File: config.mk
export PLATFORM = sky130hd
export DESIGN_NAME = vga_dither_out_flat
export DESIGN_NICKNAME = d
export VERILOG_FILES = /design/src/rtl/gpu_video_pkg.sv /design/src/rtl/vga_dither_out_if.sv /design/src/rtl/dither_channel.sv /design/src/rtl/vga_dither_out.sv /design/src/flat_wrapper.sv
export SDC_FILE = /design/constraint.sdc
export NUM_CORES = 1
export LEC_CHECK = 0
export CAP_MARGIN = 25
export CORE_UTILIZATION = 55
export CTS_CLUSTER_DIAMETER = 120
export DETAILED_ROUTE_END_ITERATION = 12
export GPL_ROUTABILITY_DRIVEN = 0
export PLACE_DENSITY = 0.86
export SYNTH_ARGS = -nofsm -noshare
export SYNTH_HDL_FRONTEND = slang
export SYNTH_SLANG_ARGS = --single-unit
export TNS_END_PERCENT = 50
File: constraint.sdc
create_clock -name clk -period 5.92 [get_ports clk]
set_input_delay 0.592 -clock clk [delete_from_list [all_inputs] [get_ports clk]]
set_output_delay 0.592 -clock clk [all_outputs]
set_load 0.01 [all_outputs]
File: src/rtl/gpu_video_pkg.sv
// ---------------------------------------------------------------------------
// gpu_video_pkg
//   Shared definitions for the VGA output stage:
//     PIPE_STAGES  - depth of the dither/timing pipeline in pixel ticks
//     BAYER4       - 4x4 ordered-dither threshold matrix, row-major {y,x}
//     timing_t     - video timing bundle carried alongside each pixel
//     bayer_lookup - threshold for a column/row pair (2 LSBs each)
// ---------------------------------------------------------------------------
package gpu_video_pkg;

  localparam int PIPE_STAGES = 3;

  // Row-major: index = {y[1:0], x[1:0]}.
  localparam logic [3:0] BAYER4 [16] = '{
    4'd0,  4'd8,  4'd2,  4'd10,
    4'd12, 4'd4,  4'd14, 4'd6,
    4'd3,  4'd11, 4'd1,  4'd9,
    4'd15, 4'd7,  4'd13, 4'd5
  };

  typedef struct packed {
    logic de;
    logic hs;
    logic vs;
  } timing_t;

  function automatic logic [3:0] bayer_lookup(input logic [1:0] x2,
                                              input logic [1:0] y2);
    return BAYER4[{y2, x2}];
  endfunction

endpackage

File: src/rtl/vga_dither_out_if.sv
// ---------------------------------------------------------------------------
// vga_dither_out_if
//   Bundle between the palette mixer, the dither output stage and the pins.
//   Parameters mirror the DAC widths of the output stage.
//   Mixer side  (master drives): pc_ena_in, pixel_in_r/g/b, hde_in, vde_in,
//                                hs_in, vs_in
//   Output side (slave drives):  pc_ena_out, vga_r/g/b, vga_hs, vga_vs,
//                                vga_de, frame_count
// ---------------------------------------------------------------------------
interface vga_dither_out_if #(
  parameter int OUT_R_BITS = 4,
  parameter int OUT_G_BITS = 4,
  parameter int OUT_B_BITS = 4
);

  logic [3:0]            pc_ena_in;
  logic [7:0]            pixel_in_r;
  logic [7:0]            pixel_in_g;
  logic [7:0]            pixel_in_b;
  logic                  hde_in;
  logic                  vde_in;
  logic                  hs_in;
  logic                  vs_in;

  logic [3:0]            pc_ena_out;
  logic [OUT_R_BITS-1:0] vga_r;
  logic [OUT_G_BITS-1:0] vga_g;
  logic [OUT_B_BITS-1:0] vga_b;
  logic                  vga_hs;
  logic                  vga_vs;
  logic                  vga_de;
  logic [7:0]            frame_count;

  modport master (
    output pc_ena_in, pixel_in_r, pixel_in_g, pixel_in_b,
           hde_in, vde_in, hs_in, vs_in,
    input  pc_ena_out, vga_r, vga_g, vga_b, vga_hs, vga_vs, vga_de,
           frame_count
  );

  modport slave (
    input  pc_ena_in, pixel_in_r, pixel_in_g, pixel_in_b,
           hde_in, vde_in, hs_in, vs_in,
    output pc_ena_out, vga_r, vga_g, vga_b, vga_hs, vga_vs, vga_de,
           frame_count
  );

endinterface

File: src/rtl/dither_channel.sv
// ---------------------------------------------------------------------------
// dither_channel
//   One colour channel of the ordered dither: S2 adds the scaled threshold
//   and saturates, S3 truncates to the DAC width and blanks.
//   Ports:
//     clk, rst   pixel clock, asynchronous active-high reset
//     tick       pixel tick; all state holds when low
//     pixel      8-bit S1 channel value
//     thresh     4-bit S1 Bayer threshold
//     de         display enable aligned with the S2 register (blanks S3)
//     level_out  OUT_BITS-wide DAC code (S3 register)
// ---------------------------------------------------------------------------
module dither_channel #(
  parameter int OUT_BITS = 4
) (
  input  logic                clk,
  input  logic                rst,
  input  logic                tick,
  input  logic [7:0]          pixel,
  input  logic [3:0]          thresh,
  input  logic                de,
  output logic [OUT_BITS-1:0] level_out
);

  // Number of LSBs dropped on the way to the DAC.
  localparam int D = 8 - OUT_BITS;

  logic [7:0]          offset;
  logic [8:0]          sum;
  logic [OUT_BITS-1:0] level;
  logic [OUT_BITS-1:0] level_s2;
  logic                unused_bits;

  // The threshold is scaled so that its 16 steps span exactly one output LSB.
  generate
    if (D == 0) begin : g_pass
      assign offset      = 8'd0;
      assign unused_bits = ^thresh;
    end else if (D <= 4) begin : g_down
      assign offset      = {4'd0, thresh} >> (4 - D);
      assign unused_bits = ^sum[D-1:0];
    end else begin : g_up
      assign offset      = {4'd0, thresh} << (D - 4);
      assign unused_bits = ^sum[D-1:0];
    end
  endgenerate

  // Ninth bit catches the carry so bright pixels clamp instead of wrapping.
  assign sum   = {1'b0, pixel} + {1'b0, offset};
  assign level = sum[8] ? '1 : sum[7:D];

  always_ff @(posedge clk or posedge rst) begin
    if (rst) begin
      level_s2  <= '0;
      level_out <= '0;
    end else if (tick) begin
      level_s2  <= level;
      level_out <= de ? level_s2 : '0;
    end
  end

endmodule

File: src/rtl/vga_dither_out.sv
// ---------------------------------------------------------------------------
// vga_dither_out
//   VGA output stage behind the palette mixer. Reduces the 24-bit RGB stream
//   to the DAC widths with 4x4 ordered dithering, blanks outside the active
//   area and drives the pins. State advances only on pixel ticks
//   (pc_ena_in == 0); latency is PIPE_STAGES ticks for colour and timing.
//   Optional feature: define VGA_DITHER_TEMPORAL_EN to rotate the dither
//   columns by frame_count[1:0] every frame.
//   Ports:
//     clk   pixel-domain clock
//     rst   asynchronous active-high reset
//     bus   vga_dither_out_if.slave: mixer inputs, VGA pins, pc_ena_out,
//           frame_count
//   Parameters: OUT_R_BITS/OUT_G_BITS/OUT_B_BITS (1..8), SYNC_INVERT.
// ---------------------------------------------------------------------------
module vga_dither_out
  import gpu_video_pkg::*;
#(
  parameter int OUT_R_BITS  = 4,
  parameter int OUT_G_BITS  = 4,
  parameter int OUT_B_BITS  = 4,
  parameter bit SYNC_INVERT = 1'b0
) (
  input logic            clk,
  input logic            rst,
  vga_dither_out_if.slave bus
);

  logic       tick;
  logic       de_in;
  logic [9:0] x_cnt;
  logic [9:0] y_cnt;
  logic       prev_hde;
  logic       prev_vde;
  logic [7:0] frame_cnt;
  logic [1:0] col;
  logic       unused_cnt_bits;

  assign tick  = (bus.pc_ena_in == 4'd0);
  assign de_in = bus.hde_in & bus.vde_in;

  // -------------------------------------------------------------------------
  // Screen position and frame counters
  // -------------------------------------------------------------------------
  // NOTE: sequential state uses non-blocking assignments so every register
  // samples the pre-edge value of its neighbours, independent of block order.
  always_ff @(posedge clk or posedge rst) begin
    if (rst) begin
      x_cnt     <= '0;
      y_cnt     <= '0;
      prev_hde  <= 1'b0;
      prev_vde  <= 1'b0;
      frame_cnt <= '0;
    end else if (tick) begin
      prev_hde <= bus.hde_in;
      prev_vde <= bus.vde_in;

      if (!bus.hde_in)
        x_cnt <= '0;
      else if (de_in)
        x_cnt <= x_cnt + 10'd1;

      // A vde fall also clears y, so a coincident hde fall never counts.
      if (!bus.vde_in)
        y_cnt <= '0;
      else if (prev_hde && !bus.hde_in)
        y_cnt <= y_cnt + 10'd1;

      if (prev_vde && !bus.vde_in)
        frame_cnt <= frame_cnt + 8'd1;
    end
  end

  assign bus.frame_count = frame_cnt;

  // Only the two LSBs address the Bayer matrix.
  assign unused_cnt_bits = ^{x_cnt[9:2], y_cnt[9:2]};

  // NOTE: combinational blocks assign every output first so no path can
  // leave a value unassigned and infer a latch.
  always_comb begin
    col = x_cnt[1:0];
`ifdef VGA_DITHER_TEMPORAL_EN
    col = x_cnt[1:0] + frame_cnt[1:0];
`endif
  end

  // -------------------------------------------------------------------------
  // S1: register pixel and timing, look up the threshold for this position
  // -------------------------------------------------------------------------
  logic [7:0] r_s1;
  logic [7:0] g_s1;
  logic [7:0] b_s1;
  logic [3:0] thresh_s1;

  // Element 0 is S1; the last element is the timing aligned with S2.
  timing_t [PIPE_STAGES-2:0] tim_pipe;
  timing_t                   tim_new;
  timing_t                   tim_s2;

  assign tim_new = '{de: de_in, hs: bus.hs_in, vs: bus.vs_in};
  assign tim_s2  = tim_pipe[PIPE_STAGES-2];

  always_ff @(posedge clk or posedge rst) begin
    if (rst) begin
      r_s1      <= '0;
      g_s1      <= '0;
      b_s1      <= '0;
      thresh_s1 <= '0;
      // NOTE: this pipe is a handful of flops, so it is reset like any other
      // register; large storage arrays would be left unreset instead.
      tim_pipe  <= '0;
    end else if (tick) begin
      r_s1      <= bus.pixel_in_r;
      g_s1      <= bus.pixel_in_g;
      b_s1      <= bus.pixel_in_b;
      thresh_s1 <= bayer_lookup(col, y_cnt[1:0]);
      tim_pipe[0] <= tim_new;
      for (int i = 1; i < PIPE_STAGES - 1; i++)
        tim_pipe[i] <= tim_pipe[i-1];
    end
  end

  // -------------------------------------------------------------------------
  // S2/S3: per-channel dither; blanking uses the de that lands in vga_de on
  // the same tick, so colour and de stay aligned.
  // -------------------------------------------------------------------------
  dither_channel #(.OUT_BITS(OUT_R_BITS)) u_red (
    .clk       (clk),
    .rst       (rst),
    .tick      (tick),
    .pixel     (r_s1),
    .thresh    (thresh_s1),
    .de        (tim_s2.de),
    .level_out (bus.vga_r)
  );

  dither_channel #(.OUT_BITS(OUT_G_BITS)) u_green (
    .clk       (clk),
    .rst       (rst),
    .tick      (tick),
    .pixel     (g_s1),
    .thresh    (thresh_s1),
    .de        (tim_s2.de),
    .level_out (bus.vga_g)
  );

  dither_channel #(.OUT_BITS(OUT_B_BITS)) u_blue (
    .clk       (clk),
    .rst       (rst),
    .tick      (tick),
    .pixel     (b_s1),
    .thresh    (thresh_s1),
    .de        (tim_s2.de),
    .level_out (bus.vga_b)
  );

  // S3 timing registers; sync polarity is applied here so the pins idle at
  // the inactive level straight out of reset.
  always_ff @(posedge clk or posedge rst) begin
    if (rst) begin
      bus.vga_de <= 1'b0;
      bus.vga_hs <= SYNC_INVERT;
      bus.vga_vs <= SYNC_INVERT;
    end else if (tick) begin
      bus.vga_de <= tim_s2.de;
      bus.vga_hs <= tim_s2.hs ^ SYNC_INVERT;
      bus.vga_vs <= tim_s2.vs ^ SYNC_INVERT;
    end
  end

  // Phase is forwarded every clock so downstream logic keeps the same
  // tick alignment one clock later.
  always_ff @(posedge clk or posedge rst) begin
    if (rst)
      bus.pc_ena_out <= 4'd0;
    else
      bus.pc_ena_out <= bus.pc_ena_in;
  end

endmodule

File: src/flat_wrapper.sv
// flat-port wrapper written by rule: the top's interface ports become plain ports
module vga_dither_out_flat import gpu_video_pkg::*;
#(
  parameter int OUT_R_BITS  = 4,
  parameter int OUT_G_BITS  = 4,
  parameter int OUT_B_BITS  = 4,
  parameter bit SYNC_INVERT = 1'b0
)
  (clk, rst, bus_pc_ena_in, bus_pixel_in_r, bus_pixel_in_g, bus_pixel_in_b, bus_hde_in, bus_vde_in, bus_hs_in, bus_vs_in, bus_pc_ena_out, bus_vga_r, bus_vga_g, bus_vga_b, bus_vga_hs, bus_vga_vs, bus_vga_de, bus_frame_count);
  vga_dither_out_if #(.OUT_R_BITS(OUT_R_BITS), .OUT_G_BITS(OUT_G_BITS), .OUT_B_BITS(OUT_B_BITS)) bus_i ();
  input logic clk;
  input logic rst;
  input wire logic [$bits(bus_i.pc_ena_in)-1:0] bus_pc_ena_in;
  input wire logic [$bits(bus_i.pixel_in_r)-1:0] bus_pixel_in_r;
  input wire logic [$bits(bus_i.pixel_in_g)-1:0] bus_pixel_in_g;
  input wire logic [$bits(bus_i.pixel_in_b)-1:0] bus_pixel_in_b;
  input wire logic [$bits(bus_i.hde_in)-1:0] bus_hde_in;
  input wire logic [$bits(bus_i.vde_in)-1:0] bus_vde_in;
  input wire logic [$bits(bus_i.hs_in)-1:0] bus_hs_in;
  input wire logic [$bits(bus_i.vs_in)-1:0] bus_vs_in;
  output wire logic [$bits(bus_i.pc_ena_out)-1:0] bus_pc_ena_out;
  output wire logic [$bits(bus_i.vga_r)-1:0] bus_vga_r;
  output wire logic [$bits(bus_i.vga_g)-1:0] bus_vga_g;
  output wire logic [$bits(bus_i.vga_b)-1:0] bus_vga_b;
  output wire logic [$bits(bus_i.vga_hs)-1:0] bus_vga_hs;
  output wire logic [$bits(bus_i.vga_vs)-1:0] bus_vga_vs;
  output wire logic [$bits(bus_i.vga_de)-1:0] bus_vga_de;
  output wire logic [$bits(bus_i.frame_count)-1:0] bus_frame_count;
  assign bus_i.pc_ena_in = bus_pc_ena_in;
  assign bus_i.pixel_in_r = bus_pixel_in_r;
  assign bus_i.pixel_in_g = bus_pixel_in_g;
  assign bus_i.pixel_in_b = bus_pixel_in_b;
  assign bus_i.hde_in = bus_hde_in;
  assign bus_i.vde_in = bus_vde_in;
  assign bus_i.hs_in = bus_hs_in;
  assign bus_i.vs_in = bus_vs_in;
  assign bus_pc_ena_out = bus_i.pc_ena_out;
  assign bus_vga_r = bus_i.vga_r;
  assign bus_vga_g = bus_i.vga_g;
  assign bus_vga_b = bus_i.vga_b;
  assign bus_vga_hs = bus_i.vga_hs;
  assign bus_vga_vs = bus_i.vga_vs;
  assign bus_vga_de = bus_i.vga_de;
  assign bus_frame_count = bus_i.frame_count;
  vga_dither_out #(.OUT_R_BITS(OUT_R_BITS), .OUT_G_BITS(OUT_G_BITS), .OUT_B_BITS(OUT_B_BITS), .SYNC_INVERT(SYNC_INVERT)) u_core (.clk(clk), .rst(rst), .bus(bus_i));
endmodule
==> results.json <==
{
  "power.internal_w": 0.0009843,
  "hold_path_class": "register to register",
  "cts_root_buffer": "clkbuf_8",
  "max_cap_viol_count": 0,
  "worst_r2r_endpoint": "u_core.u_blue.level_s2[2]",
  "largest_cells_by_area_after_synthesis": "dfrtp_1 58%, nand2_1 16%, ha_1 3.6%",
  "row_count": 28,
  "clk_latency_ns": 0.35,
  "num_io_pins": 61,
  "fin_crit_ns": 2.557,
  "crit_type": "input port to register",
  "worst-endpoint-required_ns": 6.15,
  "max-clock-path-buffers": 2,
  "core_area_um2": 5956,
  "first_pass_grt_wire_length_um": 11910,
  "grt_setup_unrepaired": "false",
  "period_share_pct": 43.19,
  "slew_viol_final": 0,
  "yosys_warnings": 0,
  "clock-skew-final_ns": 0.009499,
  "post_cts_buffers": 0,
  "path_clk_slew_ns": 0.07,
  "initial_utilization_pct": 57.56,
  "synth_top_area_cell": "dfrtp_1",
  "dieHeight_um": 80.95,
  "dp_cells": 485,
  "critPathMaxFanout": 75,
  "finish.cell_count_without_fillers": 501,
  "postPlaceCellArea_um2": 4066,
  "layout.filler_cells": 462,
  "count_of_distinct_cell_types_in_the_synthesized_netlist": 29,
  "max_slew_margin_pct": 48.66,
  "arrival_ns": 2.78,
  "worstMarginPinSlew_ns": 0.7702,
  "vdd_drop_max_mv": 0.1680,
  "outcome": "complete, no violations",
  "critical_path.startpoint_type": "input port",
  "worstHoldPathCells": 2,
  "pre_cts_ws_ns": 3.031,
  "timing.final.ws_setup_ns": 3.363,
  "drive_gt1_share_pct": 5.399,
  "tritoncts": "built",
  "drtIter0Drc": 216,
  "die_area_um2": 6553,
  "portBuffers": 60,
  "post_syn_area_um2": 3428,
  "min_delay_worst_endpoint": "u_core.u_red.level_out[3]",
  "syn-num-nets": 408,
  "multi_input_area_um2": 1361,
  "combinationalPowerShare_pct": 16.1,
  "launch_point_of_the_worst_reg_to_reg_path": "u_core.thresh_s1[1]",
  "areaGrowthSynthToFinish_pct": 25.58,
  "grt_start_max_net_pins": 80,
  "power.switching_w": 0.0003702,
  "ant_nets": 0,
  "finalHoldViolCount": 0,
  "globalRouteTotalUtil_pct": 24.46,
  "post_cts.resized_instances": 0,
  "p_sw_share_pct": 27.33,
  "regArea_um2": 1977,
  "drc_violations_left": 0,
  "die_width_um": 80.95,
  "min_from": "u_core.u_red.level_out[3]",
  "dr.pass1.iters": 4,
  "worst-r2r-cell-count": 5,
  "nNetsFinal": 466,
  "postSynthRegisterBits": 79,
  "grt-ovfl-total": 0,
  "yosysSeqAreaShare_pct": 57.66,
  "cts_hold_buf": 0,
  "count_of_vias_placed_by_the_detailed_router": 2710,
  "power.sequential.fraction_pct": 52.0,
  "cts-htree-levels": 3,
  "cts.sink_count": 79,
  "postSynthAreaPerCell_um2": 9.418,
  "setup-tns-final_ns": 0,
  "synthCells": 364,
  "post_drt_wl_per_cell_um": 13.78,
  "grt_antenna_before_repair": 0,
  "via_per_inst": 5.409,
  "grt_pass1_vias": 2559,
  "dpl.hpwl_um": 4620,
  "power.density_cell_area_nw_per_um2": 314.6,
  "final_area_um2": 4305,
  "leakage_nw": 2.105,
  "cp-end-kind": "register",
  "synth.top_cell.area_share_pct": 57.66,
  "finalSetupViolCount": 0,
  "max_freq_ghz": 0.3911,
  "clkPwrFrac_pct": 31.9,
  "detail_route.wirelength_um": 6905,
  "rrSetupSlack_ns": 4.05,
  "tritoncts.num_buffers": 9,
  "antennaDiodeCount": 0
}
[synth_stat cells]
library cell / number
mux2i_1: 1
xnor2_1: 6
a21oi_1: 11
a211oi_1: 6
dfrtp_1: 79
nor2b_1: 1
nor2_1: 13
nand4_1: 4
xor2_1: 3
or4_4: 1
ha_1: 10
buf_6: 1
nand2b_1: 1
a22oi_1: 3
nor4_4: 2
buf_2: 8
and3_1: 3
mux2_2: 1
o21ai_0: 12
inv_1: 5
nor4_1: 1
and4b_1: 3
nor3_1: 9
a21boi_0: 1
nand3_1: 22
clkbuf_1: 7
nand2_1: 144
a221oi_1: 3
o31ai_1: 3
[through the flow]
stage | power, W | utilization, % | hold slack, ns
2_1_floorplan | 0.0008177 | - | 0.4379
3_3_place_gp | 0.0009090 | 68.28 | 0.4469
3_5_place_dp | 0.0009296 | 68.28 | 0.4556
4_1_cts | 0.001355 | 71.83 | 0.4723
5_1_grt | 0.001430 | 72.29 | 0.4919
6_report | 0.001355 | 72.29 | 0.4646
[worst max-delay path, cell delays in order]
cell	delay [ns]
clkdlybuf4s50_1	0.46
or4_4	0.89
nor2_1	0.43
mux2_2	0.38
[registers in the layout, indices dropped and copies added (netlist names)]
name and count:
u_core.prev_hde 1, u_core.u_blue.level_out 4, u_core.g_s1 8, u_core.y_cnt 2, u_core.u_blue.level_s2 4, u_core.u_red.level_s2 4, u_core.u_red.level_out 4, u_core.u_green.level_s2 4
u_core.bus.vga_de 1, u_core.x_cnt 2, u_core.r_s1 8, u_core.bus.vga_hs 1, u_core.bus.pc_ena_out 4, u_core.b_s1 8, u_core.bus.vga_vs 1, u_core.thresh_s1 4
u_core.bus.frame_count 8, u_core.u_green.level_out 4, u_core.tim_pipe 6, u_core.prev_vde 1
[cells by family (layout without fill, tap and decap cells)]
logic type,Yosys count,after routing,synth area share (%)
buf+inv,21,83,2.810
fa+ha+maj,10,10,3.650
xor+xnor,9,9,2.299
flops,79,79,57.66
simple gates,204,204,25.99
mux,2,2,0.6204
compound gates,39,39,6.971
[cell type report]
| class | instances | area share (%) |
|---|---|---|
| timing repair buffer | 63 | 14.94 |
| inverter | 5 | 0.4359 |
| sequential | 79 | 45.92 |
| tap | 75 | 2.180 |
| clock buffer | 11 | 3.284 |
| clock inverter | 4 | 1.627 |
| multi-input combinational | 264 | 31.62 |
[how the worst max path moves through the flow]
| stage | from | cells past startpoint | to | slack, ns |
|---|---|---|---|---|
| CTS | bus_pc_ena_in[1] | 4 | u_core.bus.frame_count[1] | 3.40 |
| floorplan | rst | 1 | u_core.b_s1[0] | 3.30 |
| detailed placement | bus_pc_ena_in[1] | 4 | u_core.bus.frame_count[1] | 3.03 |
| global placement | bus_pc_ena_in[1] | 4 | u_core.bus.frame_count[1] | 3.10 |
| global route | bus_pc_ena_in[1] | 4 | u_core.bus.frame_count[1] | 3.26 |
| finish | bus_pc_ena_in[1] | 4 | u_core.bus.frame_count[1] | 3.36 |
[power by group through the flow]
stage,sequential [W],clock [W],combinational (W)
final,0.000704,0.000432,0.000219
after global routing,0.000716,0.000462,0.000252
after CTS,0.000703,0.000433,0.000219
after detailed placement,0.000713,0,0.000217
after global placement,0.000706,0,0.000203
after floorplan,0.000699,0,0.000119
[cells in the final DEF (no fill, tap or decap), types with 3 or more instances in the layout]
cell type	netlist	layout
dfrtp_1	79	79
clkdlybuf4s50_1	0	60
and4b_1	3	3
a22oi_1	3	3
o31ai_1	3	3
and3_1	3	3
nand3_1	22	22
inv_1	5	4
ha_1	10	10
xor2_1	3	3
xnor2_1	6	6
a221oi_1	3	3
nor2_1	13	13
nand2_1	144	144
nor3_1	9	9
a211oi_1	6	6
o21ai_0	12	12
nand4_1	4	4
a21oi_1	11	11
clkbuf_8	0	10
[routing by layer]
metal	wire length, um	global-route usage [%]	part of all wire, %
met3	250	5.056	3.6
met4	146	11.96	2.1
met5	0	0	0
met1	3120	32.93	45
met2	3388	37.82	49
No activity file was read; power rests on OpenSTA's default activity.
